File: src/rtl/chromosome_mutator_pkg.sv
// Shared types and constants for the chromosome mutation stage.
// State encoding and the clog2 helper used to size index and flip counters.
package chromosome_mutator_pkg;

   typedef enum logic [1:0] {
      IDLE   = 2'd0,
      MUTATE = 2'd1,
      DONE   = 2'd2
   } state_t;

   // Ceiling log2; returns 0 for values of 0 or 1.
   function automatic int clog2(input int value);
      int result;
      int remain;
      result = 0;
      remain = value - 1;
      while (remain > 0) begin
         result = result + 1;
         remain = remain >> 1;
      end
      return result;
   endfunction

endpackage

File: src/rtl/chromosome_mutator_mutation_gate.sv
// Flip decision for one chromosome bit: strobe when the random word is below the rate.
module mutation_gate #(
   parameter int RandWidth = 8
) (
   input  logic [RandWidth-1:0] rand_word,
   input  logic [RandWidth-1:0] rate,
   output logic                 flip
);

   // Unsigned compare: rate 0 never flips, all-ones flips on every word but all-ones.
   assign flip = (rand_word < rate);

endmodule

File: src/rtl/chromosome_mutator.sv
// Bit-flip mutation stage: consumes one random word per bit, LSB first.
// Optional flip counter output enabled by defining CHROMOSOME_MUTATOR_FLIP_COUNT_EN.
module chromosome_mutator
   import chromosome_mutator_pkg::*;
#(
   parameter int Width     = 8,
   parameter int RandWidth = 8
`ifdef CHROMOSOME_MUTATOR_FLIP_COUNT_EN
   ,
   localparam int CountWidth = clog2(Width + 1)
`endif
) (
   input  logic                  clk,
   input  logic                  rst,
   input  logic                  in_valid,
   output logic                  in_ready,
   input  logic [Width-1:0]      in_chromosome,
   input  logic [RandWidth-1:0]  rate,
   input  logic [RandWidth-1:0]  rand_word,
   output logic                  rand_ce,
   output logic                  out_valid,
   input  logic                  out_ready,
   output logic [Width-1:0]      out_chromosome
`ifdef CHROMOSOME_MUTATOR_FLIP_COUNT_EN
   ,
   output logic [CountWidth-1:0] flip_count
`endif
);

   localparam int IndexWidth = clog2(Width);
   localparam logic [IndexWidth-1:0] LastIndex = IndexWidth'(Width - 1);

   state_t                state;
   logic [Width-1:0]      work;
   logic [RandWidth-1:0]  rate_q;
   logic [IndexWidth-1:0] index;
   logic                  flip;

   mutation_gate #(
      .RandWidth (RandWidth)
   ) u_gate (
      .rand_word (rand_word),
      .rate      (rate_q),
      .flip      (flip)
   );

   // Generator advances only while mutating; async reset of state drops it immediately.
   assign rand_ce        = (state == MUTATE);
   assign out_chromosome = work;

   // NOTE: sequential state uses non-blocking assignments so every register sees pre-edge values.
   always_ff @(posedge clk or posedge rst) begin
      if (rst) begin
         state     <= IDLE;
         in_ready  <= 1'b1;
         out_valid <= 1'b0;
         work      <= '0;
         rate_q    <= '0;
         index     <= '0;
`ifdef CHROMOSOME_MUTATOR_FLIP_COUNT_EN
         flip_count <= '0;
`endif
      end else begin
         case (state)
            IDLE: begin
               if (in_valid) begin
                  work     <= in_chromosome;
                  rate_q   <= rate;
                  index    <= '0;
                  in_ready <= 1'b0;
                  state    <= MUTATE;
`ifdef CHROMOSOME_MUTATOR_FLIP_COUNT_EN
                  flip_count <= '0;
`endif
               end
            end

            MUTATE: begin
               if (flip) begin
                  work[index] <= ~work[index];
`ifdef CHROMOSOME_MUTATOR_FLIP_COUNT_EN
                  flip_count <= flip_count + CountWidth'(1);
`endif
               end
               // Index stops at the last bit instead of wrapping.
               if (index == LastIndex) begin
                  out_valid <= 1'b1;
                  state     <= DONE;
               end else begin
                  index <= index + IndexWidth'(1);
               end
            end

            DONE: begin
               if (out_ready) begin
                  out_valid <= 1'b0;
                  in_ready  <= 1'b1;
                  state     <= IDLE;
               end
            end

            default: begin
               out_valid <= 1'b0;
               in_ready  <= 1'b1;
               state     <= IDLE;
            end
         endcase
      end
   end

endmodule

File: config.mk
export PLATFORM = sky130hd
export DESIGN_NAME = chromosome_mutator
export DESIGN_NICKNAME = d
export VERILOG_FILES = /design/src/rtl/chromosome_mutator_pkg.sv /design/src/rtl/chromosome_mutator_mutation_gate.sv /design/src/rtl/chromosome_mutator.sv
export SDC_FILE = /design/constraint.sdc
export NUM_CORES = 1
export LEC_CHECK = 0
export CORE_ASPECT_RATIO = 1.5
export CORE_UTILIZATION = 39
export DETAILED_ROUTE_END_ITERATION = 12
export DONT_BUFFER_PORTS = 1
export SETUP_SLACK_MARGIN = 0.05
export SLEW_MARGIN = 20
export SYNTH_ARGS = -nofsm -noshare
export SYNTH_HDL_FRONTEND = slang
export SYNTH_SLANG_ARGS = --single-unit
export TNS_END_PERCENT = 30
File: constraint.sdc
create_clock -name clk -period 2.16 [get_ports clk]
set_input_delay 0.216 -clock clk [delete_from_list [all_inputs] [get_ports clk]]
set_output_delay 0.216 -clock clk [all_outputs]
set_load 0.01 [all_outputs]
After elaboration in Yosys (flattened, before gate mapping)
Index checks and enable logic that the tools add are counted.
Widths: inputs -> output; s select.
{"block": "classes", "add_sub_neg": 1, "magnitude_cmp": 3, "eq_ne": 8, "muxes": 21, "n_bitwise": 3, "n_reduce_logical": 9}
{"operator": "$mux 8", "n": 2}
{"operator": "$pmux 8 s2", "n": 1}
{"operator": "$reduce_and 3->1", "n": 5}
{"operator": "$bwmux 8", "n": 1}
{"operator": "$lt 8x8->1", "n": 1}
{"operator": "$mux 1", "n": 6}
{"operator": "$mux 2", "n": 3}
{"operator": "$mux 3", "n": 2}
{"operator": "$ne 2x2->1 const B", "n": 3}
{"operator": "$pmux 1 s3", "n": 2}
{"operator": "$pmux 2 s3", "n": 1}
{"operator": "$pmux 3 s2", "n": 1}
{"operator": "$lt 3x4->1 const B", "n": 1}
{"operator": "$ne 2x1->1 const B", "n": 2}
{"operator": "$add 3x1->3 const B", "n": 1}
{"operator": "$bmux 1 s3", "n": 1}
{"operator": "$demux 1 s3", "n": 1}
{"operator": "$eq 3x3->1 const B", "n": 1}
{"operator": "$ge 3x1->1 const B", "n": 1}
{"operator": "$not 1->1", "n": 3}
{"operator": "$eq 2x1->1 const B", "n": 1}
{"operator": "$eq 2x2->1 const B", "n": 1}
{"operator": "$logic_not 2->1", "n": 1}
{"operator": "$reduce_and 2->1", "n": 1}
{"operator": "2 further kinds", "n": 2}
{"block": "totals", "reg_bits": 23, "out_inout_bits": 11, "elab_cells": 51}

Longest topological paths before layout
Gate-level depths: netlist of run 1.
{"block": "depth", "depth_word": 7, "depth_mapped": 7}

Cells and area by module
A second synthesis of run 1 with hierarchy kept.
{"block": "hier_totals", "hier_cells": 132, "area_unflattened_um2": 1396.3}
{"mod": "chromosome_mutator", "n_inst": 1, "cells_each": 107, "area_each_um2": 1219.9}
{"mod": "mutation_gate", "n_inst": 1, "cells_each": 25, "area_each_um2": 176.4}

Worst setup path before layout of run 1
OpenSTA, ideal clock, no wires.
{"block": "synth_timing", "path_kind": "register -> register", "from": "reg rate_q[1]", "to": "reg work[0], in the netlist out_chromosome[0]", "arrival_ps": 1590, "path_slack_ps": 470, "stages_incl_launch_ff": 7, "period_less_slack_ps": 1690, "cell_sequence": "dfrtp_1 inv_1 ha_1 a2111o_1 and3_4 buf_6 o32ai_1"}
{"block": "synth_between", "elab_chain_cells": 3}
{"item": "from (decl)", "line_no": "chromosome_mutator.sv:35", "text": "logic [RandWidth-1:0] rate_q;"}
{"item": "from (signal assigned)", "line_no": "chromosome_mutator.sv:68", "text": "rate_q <= rate;"}
{"item": "$lt 8x8->1", "line_no": "chromosome_mutator_mutation_gate.sv:11", "text": "assign flip = (rand_word < rate);"}
{"item": "$ne 2x1->1 (no source line)"}
{"item": "$reduce_and 3->1 (no source line)"}
{"item": "to (signal assigned)", "line_no": "chromosome_mutator.sv:67", "text": "work <= in_chromosome;"}
{"item": "to (signal, indexed assignment)", "line_no": "chromosome_mutator.sv:80", "text": "work[index] <= ~work[index];"}
{"item": "to (decl)", "line_no": "chromosome_mutator.sv:34", "text": "logic [Width-1:0] work;"}
Every way passes these cells.
A chain may end at the register's enable or synchronous reset.

Final worst setup path of run 1
{"block": "layout_timing", "from": "reg state[1]", "to": "reg work[3], in the netlist out_chromosome[3]"}
{"block": "layout_between", "elab_chain_cells": 3, "elab_cells_between_ends": 7}
{"item": "from (decl)", "line_no": "chromosome_mutator.sv:33", "text": "state_t state;"}
{"item": "from (signal assigned)", "line_no": "chromosome_mutator.sv:54", "text": "state <= IDLE;"}
{"item": "from (signal assigned)", "line_no": "chromosome_mutator.sv:71", "text": "state <= MUTATE;"}
{"item": "from (signal assigned)", "line_no": "chromosome_mutator.sv:88", "text": "state <= DONE;"}
{"item": "$eq 2x1->1 (*)"}
{"item": "named net rand_ce", "line_no": "chromosome_mutator.sv:20", "text": "output logic rand_ce,"}
{"item": "$ne 2x1->1 (no source line) / $reduce_bool 2->1 (equally long branches)"}
{"item": "$reduce_and 3->1 (no source line)"}
Mark *: on every way through the listed nets, which the timed path passes. The rest lies on a longest branch.

==> results.toml, run 1 <==
[route]
remaining_drc_errors = 0
ant_nets = 0
num_vias = 1110
routed_wl_um = 3120
wl_per_cell_um = 16.4
drt_pass1_iterations = 4
viasPerCell = 5.81
drt_iter0_markers = 33

[setup_path]
end_kind = "flip-flop"
cp_data_arrival_time_ns = 2.05
start_kind = "flip-flop"
crit_fanout = 11
required_ns = 2.32
critPathKind = "reg2reg"
r2r_slack_ns = 0.27

[sta]
setup-tns-final_ns = 0
finalHoldViolCount = 0
slew_headroom_pct = 40.2
finalSetupViolCount = 0
post-route-period-util_pct = 87.4
max_freq_mhz = 530
rsz0062_at_grt = "false"
skew_ns = 0.00290
slew_viol_final = 0
holdWs_ns = 0.0182
worst_slew_pin_slew_ns = 0.896
min_period_ns = 1.89
setup_ws_ns = 0.273

[clocking]
cts_root_buf = "clkbuf_8"
cts_inserted_buffers = 3
clk_path_buf_depth = 2
cts_sinks = 23
cts_tree = "done"
clk-insertion-delay-late_ns = 0.27
htreeDepth = 1
clkTransAtPathRegs_ns = 0.09

[die]
ios = 39
coreArea_sq_mm = 0.00342
die_w_um = 50.7
start_util_pct = 40.6
die_h_um = 75.1
die-area_sq_mm = 0.00381
fp-row-count = 26

[global_routing]
use_met3_pct = 3.03
overflow = 0
top_usage_layer = "met2"
met1_usage_pct = 22.3
grt_pass1_wl_um = 5250
grt_max_degree = 24
grtUsageMet2_pct = 32.3
track_usage_pct = 18.3
antenna_found_initial = 0
grt_pass1_vias = 1166

[synthesis]
synth.cell_area_sq_mm = 0.00139
ys_warn_count = 0
ys_seq_elements = 23
synth_cell_types = 35
syn_inst = 153
avgSynthCellArea_sq_um = 9.07
ys_seq_area_share_pct = 41.6
synth_fp_nets = 190

[place]
dp_cells = 187
port_buffers = 0
gp_congestion = 0.805
dp_hpwl_um = 2310
place_ws_ns = 0.239

[layout]
n_fill_cell = 351
area_growth_pct = 4.42
num_antenna_cells = 0
layout-drive-gt1-share_pct = 10.1
fin_nets = 187
layout.cells.non_filler = 191

[power_and_ir_drop]
report.power.total_uw = 2110
power.leakage_uw = 0.000599
p_per_area_mw_per_mm2 = 1450
peakVddDrop_mv = 0.634

[run]
cap_violations = 0

[run_status]
status = "finished, final reports clean"

[hold_path]
worstHoldPathType = "in2async"
## cells in the mapped netlist
master | number | area, sq um
a2111o_1 | 1 | 11.3
a211oi_1 | 2 | 15.0
a21oi_1 | 13 | 65.1
a221oi_1 | 6 | 52.6
a22o_1 | 1 | 8.76
and2_1 | 1 | 6.26
and3_4 | 1 | 11.3
buf_2 | 3 | 15.0
buf_6 | 3 | 33.8
clkbuf_1 | 4 | 15.0
dfrtp_1 | 22 | 551
dfstp_2 | 1 | 26.3
ha_1 | 9 | 113
inv_1 | 12 | 45.0
inv_2 | 1 | 3.75
mux2_2 | 1 | 11.3
nand2_1 | 23 | 86.3
nand2b_1 | 3 | 18.8
nand3_1 | 3 | 15.0
nand3b_1 | 3 | 22.5
nand4_1 | 1 | 6.26
nor2_1 | 5 | 18.8
nor3_1 | 5 | 25.0
nor3b_1 | 1 | 7.51
nor4_1 | 2 | 12.5
o211ai_2 | 1 | 12.5
o21a_1 | 1 | 7.51
o21ai_0 | 10 | 50.1
o22a_1 | 1 | 8.76
o31a_1 | 1 | 8.76
o31ai_1 | 1 | 7.51
o32ai_1 | 8 | 70.1
or3_1 | 1 | 6.26
or3b_2 | 1 | 8.76
or3b_4 | 1 | 11.3
## through the flow
stage,area (sq um),utilization [%]
3_3_place_gp,1400,40.9
6_report,1450,42.4
3_5_place_dp,1400,40.9
2_1_floorplan,1390,-
4_1_cts,1450,42.3
5_1_grt,1450,42.4
## layout by cell type (no fill, tap or decap), types with 3 or more instances in the layout
master	instances
nor3_1	5
inv_1	12
dfrtp_1	22
a221oi_1	6
nand2_1	23
nand3_1	3
nand2b_1	3
a21oi_1	12
ha_1	9
o21ai_0	10
nand3b_1	3
o32ai_1	8
nor2_1	5
clkbuf_8	3
## layer usage
layer	routed length, um	vias up	part of all wire, %
met4	28	0	0.90
met2	1580	33	51
met5	0	-	0
li1	-	546	-
met1	1350	529	43
met3	159	2	5.1
## power breakdown
group	switching [uW]	leakage [uW]	internal (uW)	total [uW]
Clock	149	0.0000217	131	280
Sequential	232	0.000283	625	857
Combinational	569	0.000295	400	969
## registers in the layout (all words and copies together) (netlist names)
name / count
out_chromosome: 8
rate_q: 8
index: 3
state: 2
in_ready: 1
out_valid: 1
## final cells by class
| type | instances | area, sq um | area share, % |
|---|---|---|---|
| multi-input cells | 107 | 707 | 48.8 |
| flip-flops and latches | 23 | 577 | 39.8 |
| well taps | 42 | 52.6 | 3.63 |
| inverters | 13 | 48.8 | 3.37 |
| clock buffers | 3 | 41.3 | 2.85 |
| repair buffers | 2 | 15.0 | 1.04 |
| clock inverters | 1 | 7.51 | 0.518 |
## cell families after synthesis
family,after synthesis,share of synthesized area [%]
AO/OA/AOI/OAI,46,22.9
adder cells (fa/ha/maj),9,8.12
buffers and inverters,23,8.11
flip-flops,23,41.6
multiplexers,1,0.811
AND/OR/NAND/NOR,51,18.5
## final timing paths
path / start / to / cells past startpoint
min in group clk: out_ready / state[1] / 1
min: rst / rate_q[6] / 1
max reg2reg: state[1] / out_chromosome[3] / 5
max: state[1] / out_chromosome[3] / 5
min reg2reg: rate_q[0] / rate_q[0] / 2
max in group asynchronous: rst / rate_q[2] / 1
## worst max-delay path, stage by stage, from the launching register on
cell,delay [ns]
dfrtp_1,0.47
nand2b_1,0.20
inv_2,0.22
o211ai_2,0.24
and2_1,0.32
o32ai_1,0.33
## what timing repair did
action | CTS | global route
hold buffers | 0 | 0
resized for setup | 0 | 1
buffers inserted | 0 | 0
endpoints found under the setup margin | 0 | 4
(Power assumes the default switching activity.)
==> run 2, diff against run 1 <==
--- a/config.mk
+++ b/config.mk
@@ -5,10 +5,13 @@
 export SDC_FILE = /design/constraint.sdc
 export NUM_CORES = 1
 export LEC_CHECK = 0
+export CELL_PAD_IN_SITES_DETAIL_PLACEMENT = 1
+export CELL_PAD_IN_SITES_GLOBAL_PLACEMENT = 1
 export CORE_ASPECT_RATIO = 1.5
 export CORE_UTILIZATION = 39
 export DETAILED_ROUTE_END_ITERATION = 12
 export DONT_BUFFER_PORTS = 1
+export PLACE_DENSITY_LB_ADDON = 0.1
 export SETUP_SLACK_MARGIN = 0.05
 export SLEW_MARGIN = 20
 export SYNTH_ARGS = -nofsm -noshare
==> results.toml, run 2 (synthesis gave the netlist of run 1 again) <==
[setup_path]
reg2reg_to = "out_chromosome[2]"
required_ns = 2.32
r2r_cells = 6
start_kind = "flip-flop"
end_kind = "flip-flop"
r2r_slack_ns = 0.32
crit_fanout = 9
cp_data_arrival_time_ns = 2.01
reg2reg_from = "rate_q[7]"
critPathKind = "reg2reg"

[sta]
finalSetupViolCount = 0
finalHoldViolCount = 0
holdWs_ns = 0.0255
skew_ns = 0.00360
worst_slew_pin_slew_ns = 0.910
setup-tns-final_ns = 0
post-route-period-util_pct = 85.3
slew_viol_final = 0
rsz0062_at_grt = "false"
max_freq_mhz = 543
slew_headroom_pct = 39.2
min_period_ns = 1.84

[die]
ios = 39
die_h_um = 75.1
die-area_sq_mm = 0.00381
start_util_pct = 40.6
fp-row-count = 26
die_w_um = 50.7
coreArea_sq_mm = 0.00342

[route]
routed_wl_um = 3230
num_vias = 1145
wl_per_cell_um = 16.8
ant_nets = 0
remaining_drc_errors = 0
drt_iter0_markers = 26
drt_pass1_iterations = 4
viasPerCell = 5.96

[clocking]
cts_tree = "done"
clk_path_buf_depth = 2
clk-insertion-delay-late_ns = 0.27
postCtsResizedCells = 0
htreeDepth = 1
post_cts_buffers = 0
cts_inserted_buffers = 3
clkTransAtPathRegs_ns = 0.08
cts_hold_buf = 0
cts_root_buf = "clkbuf_8"
cts_sinks = 23

[run_status]
status = "finished, final reports clean"

[global_routing]
grt_pass1_wl_um = 5420
antenna_found_initial = 0
grt_max_degree = 24
track_usage_pct = 19.3
grt_pass1_vias = 1174
overflow = 0

[power_and_ir_drop]
p_per_area_mw_per_mm2 = 1460
power.leakage_uw = 0.000604
report.power.total_uw = 2100
peakVddDrop_mv = 0.553

[place]
gp_congestion = 0.723
port_buffers = 0
dp_hpwl_um = 2420
place_area_sq_mm = 0.00140

[layout]
multi_input_area_sq_um = 698
num_antenna_cells = 0
fin_nets = 188
n_fill_cell = 413
register_area_sq_um = 577
final_common_cell = "nand2_1"
layout-drive-gt1-share_pct = 8.67
layout_common_cells = "23 x nand2_1, 22 x dfrtp_1, 13 x a21oi_1"
area_growth_pct = 4.06
final_area_sq_mm = 0.00144

[hold_path]
worstHoldPathType = "in2async"

[run]
cap_violations = 0
## run 2: changes by cell type in the layout (fill, tap and decap cells not counted), sizes merged
| cell | delta |
|---|---|
| clkbuf | +1 |
| buf | +1 |
| clkinvlp | -1 |
## run 2: cell type report
cell class,instances,area share [%]
Multi-Input combinational cell,107,48.4
Tap cell,42,3.64
Timing Repair Buffer,3,1.56
Sequential cell,23,39.9
Clock buffer,4,3.12
Inverter,13,3.38
## run 2: worst max-delay path by stage
stage	from	endpoint	cells after the start
6_report	rate_q[7]	out_chromosome[2]	6
2_1_floorplan	rate_q[1]	out_chromosome[0]	6
5_1_grt	rate_q[7]	out_chromosome[2]	6
3_5_place_dp	rate_q[2]	out_chromosome[6]	7
3_3_place_gp	rate_q[5]	out_chromosome[5]	6
4_1_cts	rate_q[7]	out_chromosome[6]	6
## run 2: where the power goes
group	internal, uW	switching (uW)
Clock	132	142
Combinational	402	573
Sequential	626	229
Total	1160	944
## run 2: worst max-delay path, cell delays in order (launching register included)
cell      delay, ns
dfrtp_1        0.37
inv_1          0.06
ha_1           0.25
a21oi_1        0.19
o211ai_2       0.22
and2_1         0.31
o32ai_1        0.34
## run 2: through the flow
| step | worst slack (ns) | cells | utilization (%) |
|---|---|---|---|
| 2_1_floorplan | 0.470 | 153 | - |
| 3_3_place_gp | 0.369 | 188 | 41.0 |
| 3_5_place_dp | 0.336 | 188 | 41.0 |
| 4_1_cts | 0.311 | 192 | 42.3 |
| 5_1_grt | 0.110 | 192 | 42.3 |
| 6_report | 0.318 | 192 | 42.3 |
## run 2: metal layers
metal	wire [um]	track usage, %	up-vias
met5	0	0	-
li1	-	-	548
met1	1340	20.8	561
met3	110	2.83	7
met2	1700	35.9	29
met4	70	10.8	0
==> run 3, diff against run 2 <==
--- a/config.mk
+++ b/config.mk
@@ -5,6 +5,7 @@
 export SDC_FILE = /design/constraint.sdc
 export NUM_CORES = 1
 export LEC_CHECK = 0
+export ABC_AREA = 1
 export CELL_PAD_IN_SITES_DETAIL_PLACEMENT = 1
 export CELL_PAD_IN_SITES_GLOBAL_PLACEMENT = 1
 export CORE_ASPECT_RATIO = 1.5
==> results.toml, run 3 <==
[setup_path]
required_ns = 2.36
cp-endpoint = "index[1]"
cp_data_arrival_time_ns = 1.88
cp_num_cells = 7
cp_slowest_cell = "dfrtp_1"
critical_path.cell_chain = "ha_1 > ha_1 > nor2_1 > nor2_1 > inv_1 > nand3_1 > o21ai_0"
critPathKind = "reg2reg"
crit_fanout = 10
reg2reg_from = "index[0]"
critPathTopFamily = "flip-flops"
r2r_slack_ns = 0.48
r2r_cells = 7
path_buf_inv = 1
end_kind = "flip-flop"
critPathLaunch = "index[0]"
reg2reg_to = "index[1]"
cpPeakStageDelay_ns = 0.52
start_kind = "flip-flop"

[power_and_ir_drop]
p_per_area_mw_per_mm2 = 1450
peakVddDrop_mv = 0.626
power.leakage_uw = 0.000831

[place]
gp_congestion = 0.806
dp_cells = 247
place_ws_ns = 0.489
port_buffers = 0
dp_hpwl_um = 2870
place_area_sq_mm = 0.00148

[sta]
slew_viol_final = 0
slew_headroom_pct = 72.8
min_period_ns = 1.68
finalHoldViolCount = 0
setup_ws_ns = 0.482
setup-tns-final_ns = 0
post-route-period-util_pct = 77.7
holdWs_ns = 0.0518
worst_slew_pin_slew_ns = 0.408
max_freq_mhz = 596
finalSetupViolCount = 0
skew_ns = 0.00402
rsz0062_at_grt = "false"

[die]
die_w_um = 51.8
die-area_sq_mm = 0.00397
fp-row-count = 26
coreArea_sq_mm = 0.00348
die_h_um = 76.7
start_util_pct = 41.7
ios = 39

[synthesis]
synth_area_leaders = "dfrtp_1 38%, nand2_1 23%, nand3_1 8.6%"
synthArstFlopShare_pct = 100
ys_warn_count = 0
yosysTopAreaCell = "dfrtp_1"
syn_inst = 208
ys_seq_elements = 23
yosysMostFrequentCell = "nand2_1"
synth.cell_area_sq_mm = 0.00145
avgSynthCellArea_sq_um = 6.97
ys_seq_area_share_pct = 39.8
synthTopCellsByCount = "90 x nand2_1, 25 x nand3_1, 22 x dfrtp_1"
synth_edf_count = 0
ys.flop_type = "dfrtp_1"
synth_cell_types = 21
synth_fp_nets = 245
synthDominantCellAreaShare_pct = 38.0

[run]
cap_violations = 0

[route]
remaining_drc_errors = 0
routed_wl_um = 3590
wl_per_cell_um = 14.2
viasPerCell = 5.27
num_vias = 1329
ant_nets = 0
drt_pass1_iterations = 4
drt_iter0_markers = 12

[clocking]
cts_hold_buf = 1
cts_tree = "done"
cts_root_buf = "clkbuf_8"
cts_inserted_buffers = 3
cts_sinks = 23
htreeDepth = 1
post_cts_buffers = 0
postCtsResizedCells = 0
clk_path_buf_depth = 2
clk-insertion-delay-late_ns = 0.27
clkTransAtPathRegs_ns = 0.08

[layout]
area_growth_pct = 6.13
layout.cells.non_filler = 252
n_fill_cell = 474
layout_common_cells = "90 x nand2_1, 25 x nand3_1, 22 x dfrtp_1"
layout-drive-gt1-share_pct = 6.67
num_antenna_cells = 0
final_common_cell = "nand2_1"
final_area_sq_mm = 0.00154
fin_nets = 248

[global_routing]
antenna_found_initial = 0
grt_max_degree = 24
track_usage_pct = 20.7
grt_pass1_wl_um = 6210
overflow = 0
grt_pass1_vias = 1407

[run_status]
status = "finished, final reports clean"

[hold_path]
worstHoldPathType = "in2reg"
-- run 3: cell types whose count changed in the layout (fill, tap and decap cells not counted), sizes merged, moves of 3 or more --
cell	change
nand2	+71
nand3	+22
a21oi	-10
nor2	+9
o32ai	-8
inv	+7
a221oi	-6
nor3	-5
nand2b	-3
-- run 3: per-stage QoR --
| step | utilization, % | total power, uW |
|---|---|---|
| 4_1_cts | 44.2 | 2280 |
| 2_1_floorplan | - | 1720 |
| 3_3_place_gp | 42.6 | 1920 |
| 3_5_place_dp | 42.6 | 1990 |
| 5_1_grt | 44.2 | 2490 |
| 6_report | 44.2 | 2230 |
-- run 3: layout make-up --
type	instances	area, sq um	area share (%)
flip-flops and latches	23	577	37.5
multi-input cells	160	764	49.7
repair buffers	3	25.0	1.63
inverters	20	75.1	4.88
well taps	42	52.6	3.41
clock buffers	4	45.0	2.93
-- run 3: metal layers --
layer,GRT usage (%),part of all wire (%),vias up
met5,0,0,-
met4,9.46,1.7,0
met3,2.18,2.7,5
met2,38.3,57,24
met1,22.3,38,639
li1,-,-,661
-- run 3: worst min-delay path by stage --
stage	end	cells after the start	from	slack [ns]
floorplan	index[0]	1	rst	0.22
global placement	rate_q[1]	2	rst	0.17
detailed placement	rate_q[1]	2	rst	0.18
CTS	rate_q[0]	2	rate[0]	0.05
global route	rate_q[0]	2	rate[0]	0.06
finish	rate_q[0]	2	rate[0]	0.05
-- run 3: report_power, final --
part           switching, uW  internal, uW
combinational            751           364
sequential               210           627
clock                    149           132
total                   1110          1120
-- run 3: cells by family (layout without fill, tap and decap cells) --
family,after synthesis,in the layout,synth area share (%)
AO/OA/AOI/OAI,15,15,5.44
adder cells (fa/ha/maj),9,9,7.77
buffers and inverters,25,27,7.51
flip-flops,23,23,39.8
AND/OR/NAND/NOR,136,136,39.5
-- run 3: worst register-to-register path: cells and delay by family (launching register included) --
family | cells | cell delay (ns)
AO/OA/AOI/OAI | 1 | 0.07
buffers and inverters | 1 | 0.14
flip-flops | 1 | 0.52
adder cells (fa/ha/maj) | 2 | 0.48
AND/OR/NAND/NOR | 3 | 0.39
